[src/rtl/alu_exec_pkg.sv]
// Shared ALU encodings, FSM state and shift-mode types.
// Also holds WIDTH/SHAMT_W defaults shared with alucontrol.
package alu_pkg;

  localparam int ALU_WIDTH   = 32;
  localparam int ALU_SHAMT_W = 5;

  localparam logic [5:0] CTL_ADD   = 6'h01;
  localparam logic [5:0] CTL_COMP  = 6'h02;
  localparam logic [5:0] CTL_AND   = 6'h03;
  localparam logic [5:0] CTL_XOR   = 6'h04;
  localparam logic [5:0] CTL_SHLL  = 6'h05;
  localparam logic [5:0] CTL_SHRL  = 6'h06;
  localparam logic [5:0] CTL_SHRA  = 6'h07;
  localparam logic [5:0] CTL_DIFF  = 6'h08;
  localparam logic [5:0] CTL_PASSB = 6'h09;

  typedef enum logic [1:0] {
    S_IDLE,
    S_BUSY,
    S_DONE
  } alu_state_e;

  typedef enum logic [1:0] {
    SH_LL,
    SH_RL,
    SH_RA
  } sh_mode_e;

  function automatic sh_mode_e ctl2mode(
    input logic [5:0] ctl
  );
    sh_mode_e m;
    m = SH_LL;
    unique case (1'b1)
      (ctl == CTL_SHRL): m = SH_RL;
      (ctl == CTL_SHRA): m = SH_RA;
      default:           m = SH_LL;
    endcase
    return m;
  endfunction

endpackage

[src/rtl/alu_exec_if.sv]
// Operation/result handshake bundle for alu_exec.
// master: issuer side; slave: the ALU.
interface alu_exec_if
  import alu_pkg::*;
#(
  parameter int WIDTH = ALU_WIDTH
);
  logic             in_valid;
  logic             in_ready;
  logic [5:0]       control;
  logic [WIDTH-1:0] op_a;
  logic [WIDTH-1:0] op_b;
  logic             out_valid;
  logic             out_ready;
  logic [WIDTH-1:0] result;
  logic             carry;
  logic             zero;
  logic             sign;
  logic             illegal;

  modport master (
    output in_valid, control, op_a, op_b,
    output out_ready,
    input  in_ready, out_valid, result,
    input  carry, zero, sign, illegal
  );

  modport slave (
    input  in_valid, control, op_a, op_b,
    input  out_ready,
    output in_ready, out_valid, result,
    output carry, zero, sign, illegal
  );
endinterface

[src/rtl/alu_exec_shift_step.sv]
// One-bit shifter: left, logical right, arithmetic right.
// Ports: i_d data in, i_mode shift kind, o_q shifted data.
module alu_shift_step
  import alu_pkg::*;
#(
  parameter int WIDTH = ALU_WIDTH
) (
  input  logic [WIDTH-1:0] i_d,
  input  sh_mode_e         i_mode,
  output logic [WIDTH-1:0] o_q
);

  always_comb begin
    o_q = i_d;
    unique case (i_mode)
      SH_LL:   o_q = {i_d[WIDTH-2:0], 1'b0};
      SH_RL:   o_q = {1'b0, i_d[WIDTH-1:1]};
      SH_RA:   o_q = {i_d[WIDTH-1], i_d[WIDTH-1:1]};
      default: o_q = i_d;
    endcase
  end

endmodule

[src/rtl/alu_exec.sv]
// Multi-cycle ALU: 1-cycle ops, iterative shifts and DIFF scan.
// Ports: clk, rst (async active-low), bus (alu_exec_if.slave).
// ALU_EXEC_FAST_SHIFT_EN: shifts via barrel shifter, latency 1.
module alu_exec
  import alu_pkg::*;
#(
  parameter int WIDTH   = ALU_WIDTH,
  parameter int SHAMT_W = ALU_SHAMT_W
) (
  input logic       clk,
  input logic       rst,
  alu_exec_if.slave bus
);

  alu_state_e       r_state, w_state_nx;
  logic [WIDTH-1:0] r_acc, w_acc_nx;
  logic [SHAMT_W-1:0] r_cnt, w_cnt_nx;
  sh_mode_e         r_mode, w_mode_nx;
  logic             r_diff, w_diff_nx;
  logic [WIDTH-1:0] r_res, w_res_nx;
  logic             r_carry, w_carry_nx;
  logic             r_ill, w_ill_nx;
  logic             r_zero, r_sign;
  logic             w_fin;
  logic             w_accept;
  logic [WIDTH:0]   w_sum;
  logic [WIDTH:0]   w_neg;
  logic [WIDTH-1:0] w_step;
  sh_mode_e         w_step_mode;
  logic [SHAMT_W-1:0] w_amt;
  logic [5:0]       w_ctl;
  logic             w_is_sh;

  assign w_accept = bus.in_valid && (r_state == S_IDLE);
  assign w_ctl    = bus.control;
  assign w_amt    = bus.op_b[SHAMT_W-1:0];
  assign w_sum    = {1'b0, bus.op_a} + {1'b0, bus.op_b};
  assign w_neg    = {1'b0, ~bus.op_b} + (WIDTH+1)'(1);
  assign w_is_sh  = (w_ctl == CTL_SHLL) ||
                    (w_ctl == CTL_SHRL) ||
                    (w_ctl == CTL_SHRA);

  // DIFF scan reuses the stepper as a logical right shift
  assign w_step_mode = r_diff ? SH_RL : r_mode;

  alu_shift_step #(.WIDTH(WIDTH)) u_step (
    .i_d    (r_acc),
    .i_mode (w_step_mode),
    .o_q    (w_step)
  );

  always_comb begin
    w_state_nx = r_state;
    w_acc_nx   = r_acc;
    w_cnt_nx   = r_cnt;
    w_mode_nx  = r_mode;
    w_diff_nx  = r_diff;
    w_res_nx   = r_res;
    w_carry_nx = 1'b0;
    w_ill_nx   = 1'b0;
    w_fin      = 1'b0;
    unique case (r_state)
      S_IDLE: begin
        if (w_accept) begin
          w_fin      = 1'b1;
          w_state_nx = S_DONE;
          unique case (1'b1)
            (w_ctl == CTL_ADD): begin
              w_res_nx   = w_sum[WIDTH-1:0];
              w_carry_nx = w_sum[WIDTH];
            end
            (w_ctl == CTL_COMP): begin
              w_res_nx   = w_neg[WIDTH-1:0];
              w_carry_nx = w_neg[WIDTH];
            end
            (w_ctl == CTL_AND):
              w_res_nx = bus.op_a & bus.op_b;
            (w_ctl == CTL_XOR):
              w_res_nx = bus.op_a ^ bus.op_b;
            (w_ctl == CTL_PASSB):
              w_res_nx = bus.op_b;
            w_is_sh: begin
`ifdef ALU_EXEC_FAST_SHIFT_EN
              unique case (ctl2mode(w_ctl))
                SH_RL:
                  w_res_nx = bus.op_a >> w_amt;
                SH_RA:
                  w_res_nx = WIDTH'(
                    $signed(bus.op_a) >>> w_amt);
                default:
                  w_res_nx = bus.op_a << w_amt;
              endcase
`else
              if (w_amt == '0) begin
                w_res_nx = bus.op_a;
              end else begin
                w_fin      = 1'b0;
                w_state_nx = S_BUSY;
                w_acc_nx   = bus.op_a;
                w_cnt_nx   = w_amt;
                w_mode_nx  = ctl2mode(w_ctl);
                w_diff_nx  = 1'b0;
              end
`endif
            end
            (w_ctl == CTL_DIFF): begin
              w_fin      = 1'b0;
              w_state_nx = S_BUSY;
              w_acc_nx   = bus.op_a ^ bus.op_b;
              w_cnt_nx   = '0;
              w_diff_nx  = 1'b1;
            end
            default: begin
              w_res_nx = '0;
              w_ill_nx = 1'b1;
            end
          endcase
        end
      end
      S_BUSY: begin
        if (r_diff) begin
          // acc holds a^b shifted down; bit 0 is bit r_cnt
          if (r_acc[0]) begin
            w_fin      = 1'b1;
            w_res_nx   = WIDTH'(r_cnt);
            w_state_nx = S_DONE;
          end else if (r_cnt == SHAMT_W'(WIDTH-1)) begin
            w_fin      = 1'b1;
            w_res_nx   = WIDTH'(WIDTH);
            w_state_nx = S_DONE;
          end else begin
            w_acc_nx = w_step;
            w_cnt_nx = r_cnt + 1'b1;
          end
        end else begin
          w_acc_nx = w_step;
          w_cnt_nx = r_cnt - 1'b1;
          if (r_cnt == SHAMT_W'(1)) begin
            w_fin      = 1'b1;
            w_res_nx   = w_step;
            w_state_nx = S_DONE;
          end
        end
      end
      S_DONE: begin
        if (bus.out_ready) w_state_nx = S_IDLE;
      end
      default: w_state_nx = S_IDLE;
    endcase
  end

  always_ff @(posedge clk or negedge rst) begin
    if (!rst) begin
      r_state <= S_IDLE;
      r_acc   <= '0;
      r_cnt   <= '0;
      r_mode  <= SH_LL;
      r_diff  <= 1'b0;
      r_res   <= '0;
      r_carry <= 1'b0;
      r_ill   <= 1'b0;
      r_zero  <= 1'b0;
      r_sign  <= 1'b0;
    end else begin
      r_state <= w_state_nx;
      r_acc   <= w_acc_nx;
      r_cnt   <= w_cnt_nx;
      r_mode  <= w_mode_nx;
      r_diff  <= w_diff_nx;
      if (w_fin) begin
        r_res   <= w_res_nx;
        r_carry <= w_carry_nx;
        r_ill   <= w_ill_nx;
        r_zero  <= (w_res_nx == '0);
        r_sign  <= w_res_nx[WIDTH-1];
      end
    end
  end

  assign bus.in_ready  = (r_state == S_IDLE);
  assign bus.out_valid = (r_state == S_DONE);
  assign bus.result    = r_res;
  assign bus.carry     = r_carry;
  assign bus.zero      = r_zero;
  assign bus.sign      = r_sign;
  assign bus.illegal   = r_ill;

endmodule

[src/flat_wrapper.sv]
// flat-port wrapper written by rule: the top's interface ports become plain ports
module alu_exec_flat import alu_pkg::*;
#(
  parameter int WIDTH   = ALU_WIDTH,
  parameter int SHAMT_W = ALU_SHAMT_W
)
  (clk, rst, bus_in_valid, bus_control, bus_op_a, bus_op_b, bus_out_ready, bus_in_ready, bus_out_valid, bus_result, bus_carry, bus_zero, bus_sign, bus_illegal);
  alu_exec_if #(.WIDTH(WIDTH)) bus_i ();
  input logic clk;
  input logic rst;
  input wire logic [$bits(bus_i.in_valid)-1:0] bus_in_valid;
  input wire logic [$bits(bus_i.control)-1:0] bus_control;
  input wire logic [$bits(bus_i.op_a)-1:0] bus_op_a;
  input wire logic [$bits(bus_i.op_b)-1:0] bus_op_b;
  input wire logic [$bits(bus_i.out_ready)-1:0] bus_out_ready;
  output wire logic [$bits(bus_i.in_ready)-1:0] bus_in_ready;
  output wire logic [$bits(bus_i.out_valid)-1:0] bus_out_valid;
  output wire logic [$bits(bus_i.result)-1:0] bus_result;
  output wire logic [$bits(bus_i.carry)-1:0] bus_carry;
  output wire logic [$bits(bus_i.zero)-1:0] bus_zero;
  output wire logic [$bits(bus_i.sign)-1:0] bus_sign;
  output wire logic [$bits(bus_i.illegal)-1:0] bus_illegal;
  assign bus_i.in_valid = bus_in_valid;
  assign bus_i.control = bus_control;
  assign bus_i.op_a = bus_op_a;
  assign bus_i.op_b = bus_op_b;
  assign bus_i.out_ready = bus_out_ready;
  assign bus_in_ready = bus_i.in_ready;
  assign bus_out_valid = bus_i.out_valid;
  assign bus_result = bus_i.result;
  assign bus_carry = bus_i.carry;
  assign bus_zero = bus_i.zero;
  assign bus_sign = bus_i.sign;
  assign bus_illegal = bus_i.illegal;
  alu_exec #(.WIDTH(WIDTH), .SHAMT_W(SHAMT_W)) u_core (.clk(clk), .rst(rst), .bus(bus_i));
endmodule
[config.mk]
export PLATFORM = sky130hd
export DESIGN_NAME = alu_exec_flat
export DESIGN_NICKNAME = d
export VERILOG_FILES = /design/src/rtl/alu_exec_pkg.sv /design/src/rtl/alu_exec_if.sv /design/src/rtl/alu_exec_shift_step.sv /design/src/rtl/alu_exec.sv /design/src/flat_wrapper.sv
export SDC_FILE = /design/constraint.sdc
export NUM_CORES = 1
export LEC_CHECK = 0
export ABC_AREA = 1
export CAP_MARGIN = 30
export CORE_ASPECT_RATIO = 1.5
export CORE_MARGIN = 4
export CORE_UTILIZATION = 60
export DETAILED_ROUTE_END_ITERATION = 8
export PLACE_DENSITY = 0.84
export SYNTH_ARGS = -nofsm -noshare
export SYNTH_HDL_FRONTEND = slang
export SYNTH_HIERARCHICAL = 1
export SYNTH_SLANG_ARGS = --single-unit
[constraint.sdc]
create_clock -name clk -period 2.94 [get_ports clk]
set_clock_uncertainty 0.2 [all_clocks]
set_input_delay 0.735 -clock clk [delete_from_list [all_inputs] [get_ports clk]]
set_output_delay 0.735 -clock clk [all_outputs]
set_load 0.05 [all_outputs]
==> run summary, run 1 <==
GRT Total Usage: 76.76%
Input/output buffers: 111
Die height: 172.5 um
Syn Inst Count: 1976
GPL Wtd Cong: 1.263
Tool Error: [ERROR GRT-0232] Routing congestion too high. Check the congestion heatmap in the GUI.
Category of the worst endpoint: register input
Top-area cell type share of the netlist area: 26.24%
Most area-consuming cells after synthesis: nand2_1, dfrtp_1, nand3_1
Post-CTS Hold Buffers: 0
Starting Density: 61.64%
Htree depth: 3
TritonCTS Buffers: 9
Cell accounting for the most synthesized area: nand2_1
Seq/Total Area, Yosys: 17.79%
Worst setup endpoint GRT: u_core/bus.zero$_DFFE_PN0P_/D
Yosys warns: 6
Post-synth ARST share: 100.0%
Largest net degree at the start of global routing: 40
Fail Step: 5_1_grt
Post-synth cell types: 55
Netlist Area Pre-Place: 0.01083 mm2
Average cell area after synthesis: 5.481 um2
Placement Setup Slack: -710.3 ps
Placed cells: 2572
Post-DP HPWL: 38800 um
Top_reg_cell synth: dfrtp_1
Post-synth EDFFs: 0
Gr ovfl total: 75
Placed cell area: 0.01451 mm2
FP Rows: 59
# IOs: 112
Flops & latches, synth: 77
Syn_nets: 2089
Die W: 117.7 um
Outcome: aborted with a tool error
Root Buffer: clkbuf_16
Clock Tree Buf Depth: 2
Sink Count: 77
-- through the flow --
stage               TNS [ps]  hold slack (ps)  utilization [%]
global placement      -26340            289.7            82.60
floorplan                  0            239.4                -
CTS                   -22.03            190.3            87.57
detailed placement    -32600            297.2            82.60
-- cells in the mapped netlist, types with 13 or more instances --
master	number
dfrtp_1	77
nand3_1	210
a21oi_1	77
inv_1	231
ha_1	39
o21ai_0	108
buf_2	25
nand2_2	14
nand2_1	757
buf_6	13
nand3b_1	13
nor2_1	200
inv_2	15
clkbuf_1	17
nand4_1	30
o22ai_1	16
-- routing by layer --
metal / global-route usage (%) / GRT overflow
met1: 73.80 / 0
met3: 63.01 / 2
met5: 36.06 / 0
met4: 81.12 / 29
met2: 92.25 / 44
-- cells by family after synthesis --
logic type | count (synthesis) | share of synthesized area, %
simple gates | 1281 | 51.04
xor+xnor | 3 | 0.2427
mux | 5 | 0.4621
fa+ha+maj | 39 | 4.506
flops | 77 | 17.79
compound gates | 254 | 13.31
buf+inv | 317 | 12.65
-- what timing repair did --
action | in CTS
pin swaps | 24
endpoints found under the setup margin | 54
setup buffers | 7
resized for setup | 156
==> run 2: changes to the inputs <==
--- a/config.mk
+++ b/config.mk
@@ -7,11 +7,10 @@
 export LEC_CHECK = 0
 export ABC_AREA = 1
 export CAP_MARGIN = 30
-export CORE_ASPECT_RATIO = 1.5
 export CORE_MARGIN = 4
-export CORE_UTILIZATION = 60
+export CORE_UTILIZATION = 40
 export DETAILED_ROUTE_END_ITERATION = 8
-export PLACE_DENSITY = 0.84
+export PLACE_DENSITY_LB_ADDON = 0.15
 export SYNTH_ARGS = -nofsm -noshare
 export SYNTH_HDL_FRONTEND = slang
 export SYNTH_HIERARCHICAL = 1
==> run 2 against run 1 <==
The flow now finishes without violations. Area after synthesis unchanged. Synthesized cell count unchanged.
==> run summary, run 2 <==
Power per standard cell area: 440.5 mW/mm2
Syn Inst Count: 1976
Peak VDD IR: 0.2868 mV
Top_reg_cell synth: dfrtp_1
TritonCTS Buffers: 9
Filler instances: 2588
Average cell area after synthesis: 5.481 um2
Post-synth EDFFs: 0
DRT antenna net count: 0
Die area: 0.02977 mm2
Worst EP required: 3020 ps
Cell chain of the critical path: clkdlybuf4s15_1, ha_4, nand2_1, buf_4, nor2_2, and2_1, nand2_2, nand2_1, nand2_1, nand3_1, nand2_1, nand2_1, a21oi_2, nor2_1, nand2_1, nor2_2, nand4_1, nand2_1
FP Rows: 59
Sw Share: 48.23%
Gr ovfl total: 0
DR pass1 iterations: 7
Placed cell area: 0.01496 mm2
Global-route wire length before repair: 79510 um
# DRC: 0
Bufs and invs on worst path: 2
Crit path from: bus_op_a[13]
Post-Route Setup TNS: 0 ps
CTS tree: yes
Yosys warns: 6
Shortest period the worst path allows: 2853 ps
Via density: 5.433
Flops & latches, synth: 77
Critical Path Sink Type: flip-flop
Post-synth cell types: 55
Antenna cells: 0
Slew of the pin with the lowest slew margin: 694.7 ps
Most area-consuming cells after synthesis: nand2_1, dfrtp_1, nand3_1
Worst path depth: 18
Routed WL per cell: 19.07 um
Critical-path top delay cell: ha_4
FF-to-FF path depth: 20
Routed via count: 15137
Initial drt markers: 1599
Post-DP HPWL: 43070 um
Cell accounting for the most synthesized area: nand2_1
Starting Density: 41.10%
Layout cells sized above 1: 32.15%
Crit path kind: in2reg
Htree depth: 3
R2R Setup Slk: 180 ps
Final count of hold timing violations: 0
Netlist Area Pre-Place: 0.01083 mm2
Worst EP arrival: 2930 ps
Sequential fraction of design power: 25.3%
Net switching power: 3.522 mW
Top-area cell type share of the netlist area: 26.24%
Input/output buffers: 111
Post-synth ARST share: 100.0%
Final period util: 97.05%
GRT Total Usage: 33.69%
Max Slew Vio Count: 0
Die height: 172.5 um
Area Growth Syn to Fin: 53.09%
Root Buffer: clkbuf_16
Final instance area: 0.01658 mm2
R2R Path Start: u_core/r_cnt[1]$_DFFE_PN0P_
Util after Layout: 62.91%
Most frequent cells in the layout: nand2_1, buf_4, inv_1
Final Worst Setup Slack: 86.85 ps
Cell-internal power: 3.780 mW
Critical path's largest stage delay: 370 ps
Endpoints failing setup: 0
Worst reg2reg endpoint: u_core/bus.zero$_DFFE_PN0P_
CP delay by family, top: simple AND/OR/NAND/NOR gates
WHS: 107.5 ps
Slew margin rel.: 53.20%
Worst-path fanout max: 5
Max-Cap Viols: 0
Post-CTS Hold Buffers: 0
Setup crit end: u_core/bus.zero$_DFFE_PN0P_
Most common cell after layout, fill and taps aside: nand2_1
Pleak: 8.633 nW
Clock Tree Buf Depth: 2
Most common cell in the netlist: nand2_1
Top cell by count, worst path: nand2_1
Initial antenna violation count: 0
Sink Count: 77
Comb power frac: 59.6%
Largest net degree at the start of global routing: 55
Number of global-route vias before repair: 13756
Outcome: completed
Clk slew on worst S/H paths: 60 ps
Seq/Total Area, Yosys: 17.79%
CP startpoint kind: primary input
Syn_nets: 2089
GPL Wtd Cong: 1.001
Fmax: 350.5 MHz
Clk Latency, worst-skew pair: 340 ps
Core box area: 0.02635 mm2
Placement Setup Slack: -897.0 ps
Nets: 2559
Clock power share: 15.1%
# IOs: 112
Die W: 172.5 um
Tightest Hold Check Type: in2async
Synth cell count leaders: nand2_1, inv_1, nand3_1
Final WL: 53130 um
[run 2: layout make-up]
type / instances / area, um2 / area share [%]
Sequential cell: 77 / 1927 / 11.62
Clock buffer: 10 / 229.0 / 1.381
Inverter: 251 / 968.4 / 5.841
Tap cell: 335 / 419.2 / 2.528
Multi-Input combinational cell: 1584 / 8738 / 52.71
Timing Repair Buffer: 523 / 4237 / 25.55
Clock inverter: 6 / 61.31 / 0.3698
[run 2: timing repair]
action / CTS / global route
cloned: 1 / 2
resized for setup: 185 / 270
endpoints found under the setup margin: 58 / 6
pin swaps: 23 / 97
buffers inserted: 14 / 20
hold endpoints to repair: 0 / 0
[run 2: power by group through the flow]
stage | clock network, mW | registers (mW) | logic (mW)
2_1_floorplan | 0 | 2.06 | 2.07
3_3_place_gp | 0 | 1.83 | 3.91
3_5_place_dp | 0 | 1.85 | 3.96
4_1_cts | 1.12 | 1.83 | 4.08
5_1_grt | 1.17 | 1.91 | 4.74
6_report | 1.11 | 1.84 | 4.35
[run 2: worst min-delay path by stage]
| stage | startpoint | end | slack [ps] | cells past startpoint |
|---|---|---|---|---|
| after floorplan | rst | u_core/bus.carry$_DFFE_PN0P_ | 240 | 0 |
| after detailed placement | u_core/r_acc[31]$_DFFE_PN0P_ | u_core/r_acc[31]$_DFFE_PN0P_ | 290 | 2 |
| after global placement | u_core/r_acc[31]$_DFFE_PN0P_ | u_core/r_acc[31]$_DFFE_PN0P_ | 290 | 2 |
| final | rst | u_core/r_cnt[0]$_DFFE_PN0P_ | 110 | 1 |
| after global routing | rst | u_core/r_cnt[0]$_DFFE_PN0P_ | 120 | 1 |
| after CTS | rst | u_core/r_cnt[1]$_DFFE_PN0P_ | 110 | 1 |
[run 2: logic make-up after synthesis]
kind of cell             count (synthesis)  share of synthesized area, %
adder cells (fa/ha/maj)                 39                         4.506
buffers and inverters                  317                         12.65
AND/OR/NAND/NOR                       1281                         51.04
AO/OA/AOI/OAI                          254                         13.31
XOR/XNOR                                 3                        0.2427
flip-flops                              77                         17.79
multiplexers                             5                        0.4621
[run 2: routing by layer]
layer	track usage [%]	vias to the layer above	part of all wire (%)
li1	-	7286	-
met1	50.38	7019	45
met2	51.80	752	43
met3	4.585	80	9.3
met4	7.352	0	2.7
met5	0	-	0
[run 2: per-stage QoR]
| stage | std cells | total power, mW |
|---|---|---|
| floorplan | 1976 | 4.132 |
| global placement | 2733 | 5.745 |
| detailed placement | 2733 | 5.807 |
| CTS | 2764 | 7.034 |
| global route | 2786 | 7.817 |
| finish | 2786 | 7.303 |
Power figures use the tool's default switching activity.
==> run 3: changes to the inputs <==
--- a/config.mk
+++ b/config.mk
@@ -7,10 +7,8 @@
 export LEC_CHECK = 0
 export ABC_AREA = 1
 export CAP_MARGIN = 30
-export CORE_MARGIN = 4
 export CORE_UTILIZATION = 40
 export DETAILED_ROUTE_END_ITERATION = 8
-export PLACE_DENSITY_LB_ADDON = 0.15
 export SYNTH_ARGS = -nofsm -noshare
 export SYNTH_HDL_FRONTEND = slang
 export SYNTH_HIERARCHICAL = 1
==> run 3 against run 2 <==
The flow now finishes with violations (DRC). Maximum frequency decreased by 2.3%. Via count decreased by 0.24%. Flip-flop and latch count unchanged. Register-to-register slack got worse by 30 ps. First-iteration DRC count increased by 5.8%. Hold slack improved by 85 ps. Global-route usage increased by 3.8 points. Final cell count about the same. Utilization increased by 0.50 points. Setup slack got worse by 66 ps. Sequential power about the same. Power increased by 1.6%. Critical endpoint unchanged.
==> run summary, run 3 (same netlist as run 2, synthesis figures left out) <==
Initial antenna violation count: 0
Shortest period the worst path allows: 2920 ps
CP startpoint kind: primary input
# IOs: 112
Worst-path fanout max: 4
DR pass1 iterations: 8
Clock Tree Buf Depth: 2
Peak VDD IR: 0.3624 mV
Clk slew on worst S/H paths: 60 ps
Area Growth Syn to Fin: 53.86%
Post-DP HPWL: 43370 um
Core box area: 0.02628 mm2
Global-route wire length before repair: 79520 um
Slew margin rel.: 57.76%
Sink Count: 77
Input/output buffers: 111
Number of global-route vias before repair: 13760
Most frequent cells in the layout: nand2_1, buf_4, inv_1
# DRC: 3
Crit path kind: in2reg
Nets: 2561
Post-Route Setup TNS: 0 ps
Antenna cells: 0
Largest net degree at the start of global routing: 43
Fmax: 342.5 MHz
Routed via count: 15100
WHS: 192.5 ps
Initial drt markers: 1692
Starting Density: 41.21%
Post-CTS Hold Buffers: 0
Critical Path Sink Type: flip-flop
Die height: 166.5 um
Htree depth: 3
Final period util: 99.31%
Root Buffer: clkbuf_16
Final WL: 53180 um
Final cell count without fillers: 2788
Final Worst Setup Slack: 20.42 ps
GRT Total Usage: 37.48%
Max Slew Vio Count: 0
Worst EP arrival: 3000 ps
FP Rows: 59
CTS tree: yes
Endpoints failing setup: 0
Gr ovfl total: 0
Clk Latency, worst-skew pair: 340 ps
Outcome: complete, but fails checks
FF-to-FF path depth: 16
Multi-input gate area: 0.008747 mm2
Max-Cap Viols: 0
Layout cells sized above 1: 31.96%
Power per standard cell area: 445.2 mW/mm2
TritonCTS Buffers: 9
Via density: 5.416
Final instance area: 0.01666 mm2
DRT antenna net count: 0
Placed cells: 2747
Die area: 0.02774 mm2
Pleak: 8.691 nW
Worst EP required: 3020 ps
Die W: 166.5 um
Routed WL per cell: 19.07 um
Failing checks: DRC
Slew of the pin with the lowest slew margin: 627.0 ps
Final count of hold timing violations: 0
Register area: 0.001927 mm2
Filler instances: 2618
Placed cell area: 0.01504 mm2
Util after Layout: 63.41%
Tightest Hold Check Type: in2async
GPL Wtd Cong: 1.002
Most common cell after layout, fill and taps aside: nand2_1
Placement Setup Slack: -876.7 ps
Total Power: 7.418 mW
## run 3: cell types whose count changed in the layout (fill, tap and decap cells not counted), moves of 4 or more
cell             delta
buf_4               +4
clkdlybuf4s15_2     +5
clkbuf_2            -7
nand3_1             -6
dlymetal6s2s_1      +4
nand2_1             +4
a21oi_1             +5
a21oi_2             -5
nand3_2             +6
## run 3: final timing paths
path | start | end | slack (ps)
worst max-delay path | bus_op_a[21] | u_core/bus.zero$_DFFE_PN0P_ | 20
worst min-delay path | rst | u_core/r_cnt[2]$_DFFE_PN0P_ | 190
worst max register to register | u_core/r_diff$_DFFE_PN0P_ | u_core/bus.zero$_DFFE_PN0P_ | 150
worst min register to register | u_core/bus.zero$_DFFE_PN0P_ | u_core/bus.zero$_DFFE_PN0P_ | 320
max in group asynchronous | rst | u_core/bus.result[18]$_DFFE_PN0P_ | 1740
min in group clk | u_core/bus.zero$_DFFE_PN0P_ | u_core/bus.zero$_DFFE_PN0P_ | 320
## run 3: repair_timing
action / 4_1_cts / 5_1_grt
pin swaps: 40 / 76
endpoints found under the setup margin: 60 / 8
gates resized for setup: 204 / 244
setup buffers: 14 / 10
endpoints found under the hold margin: 0 / 0
cloned: 1 / 0
## run 3: final cells by class
| type | count | share of cell area [%] |
|---|---|---|
| multi-input combinational | 1583 | 52.49 |
| timing repair buffer | 526 | 25.70 |
| sequential | 77 | 11.56 |
| inverter | 251 | 5.782 |
| tap | 335 | 2.515 |
| clock buffer | 9 | 1.352 |
| clock inverter | 7 | 0.5932 |
## run 3: critical path, cell delays in order
cell	delay [ps]
dlygate4sd2_1	300
ha_4	320
nand2_2	130
buf_4	160
nor2_2	120
nand2_1	70
nand2_1	100
a21oi_2	60
buf_4	150
nand2_1	60
nand2_1	50
nand3_1	60
nand2_1	80
nand2_1	80
nand2_1	60
nand2_1	100
nand2_1	70
nor2_1	130
nand4_1	100
nand2_1	60
## run 3: layer usage
layer	up-vias	track usage [%]	wire length, um
met3	80	7.272	5427
met1	6999	54.33	23870
li1	7280	-	-
met2	741	55.86	22370
met4	0	10.63	1506
met5	-	0	0
## run 3: power by group
group | internal, mW | total [mW] | leakage (nW) | switching [mW]
clock | 0.748 | 1.21 | 0.156 | 0.465
combinational | 1.71 | 4.35 | 7.55 | 2.65
sequential | 1.42 | 1.85 | 0.988 | 0.430
total | 3.88 | 7.42 | 8.69 | 3.54
==> run 4: changes to the inputs <==
--- a/config.mk
+++ b/config.mk
@@ -7,8 +7,10 @@
 export LEC_CHECK = 0
 export ABC_AREA = 1
 export CAP_MARGIN = 30
-export CORE_UTILIZATION = 40
+export CORE_ASPECT_RATIO = 0.6
+export CORE_UTILIZATION = 60
 export DETAILED_ROUTE_END_ITERATION = 8
+export PLACE_DENSITY = 0.84
 export SYNTH_ARGS = -nofsm -noshare
 export SYNTH_HDL_FRONTEND = slang
 export SYNTH_HIERARCHICAL = 1
==> run 4 against run 3 <==
The run now fails in 5_1_grt. Synthesized cell count is the same. Area after synthesis is the same.
==> run summary, run 4 <==
Starting Density: 62.22%
Fail Step: 5_1_grt
TritonCTS Buffers: 9
Worst setup endpoint GRT: u_core/bus.zero$_DFFE_PN0P_/D
Sink Count: 77
Flops & latches, synth: 77
Cell accounting for the most synthesized area: nand2_1
Post-synth EDFFs: 0
Die W: 175.5 um
Post-synth cell types: 55
GRT Total Usage: 103.7%
Post-CTS Hold Buffers: 0
Placed cells: 2598
Seq/Total Area, Yosys: 17.79%
Netlist Area Pre-Place: 0.01083 mm2
Yosys warns: 6
Top-area cell type share of the netlist area: 26.24%
Most common cell in the netlist: nand2_1
Placed cell area: 0.01457 mm2
Outcome: aborted with a tool error
Tool Error: [ERROR GRT-0232] Routing congestion too high. Check the congestion heatmap in the GUI.
GPL Wtd Cong: 1.266
Syn_nets: 2089
# IOs: 112
Average cell area after synthesis: 5.481 um2
Category of the worst endpoint: register input
Most area-consuming cells after synthesis: nand2_1, dfrtp_1, nand3_1
Post-DP HPWL: 39180 um
Htree depth: 3
Gr ovfl total: 1440
Input/output buffers: 111
Die height: 106.1 um
FP Rows: 37
Largest net degree at the start of global routing: 46
Post-synth ARST share: 100.0%
Placement Setup Slack: -799.1 ps
Syn Inst Count: 1976
Synth cell count leaders: nand2_1, inv_1, nand3_1
Top_reg_cell synth: dfrtp_1
Root Buffer: clkbuf_16
Clock Tree Buf Depth: 2
## run 4: cell counts after synthesis
Identical to the previous run, type by type.
## run 4: metrics by stage
stage | hold WS [ps] | util (%)
floorplan | 239.4 | -
global placement | 296.5 | 83.68
detailed placement | 312.4 | 83.68
CTS | 148.9 | 88.76
## run 4: what timing repair did
action | CTS
setup endpoints to repair | 58
gates resized for setup | 158
pin swaps | 25
hold endpoints to repair | 0
gates cloned | 0
buffers inserted | 10
## run 4: cell families after synthesis
logic type / count (synthesis) / synth area share, %
compound gates: 254 / 13.31
xor+xnor: 3 / 0.2427
fa+ha+maj: 39 / 4.506
buf+inv: 317 / 12.65
flops: 77 / 17.79
mux: 5 / 0.4621
simple gates: 1281 / 51.04
## run 4: metal layers
| metal | global-route usage [%] | overflow |
|---|---|---|
| met2 | 126.3 | 959 |
| met1 | 93.00 | 64 |
| met3 | 90.38 | 86 |
| met5 | 79.44 | 15 |
| met4 | 113.0 | 316 |
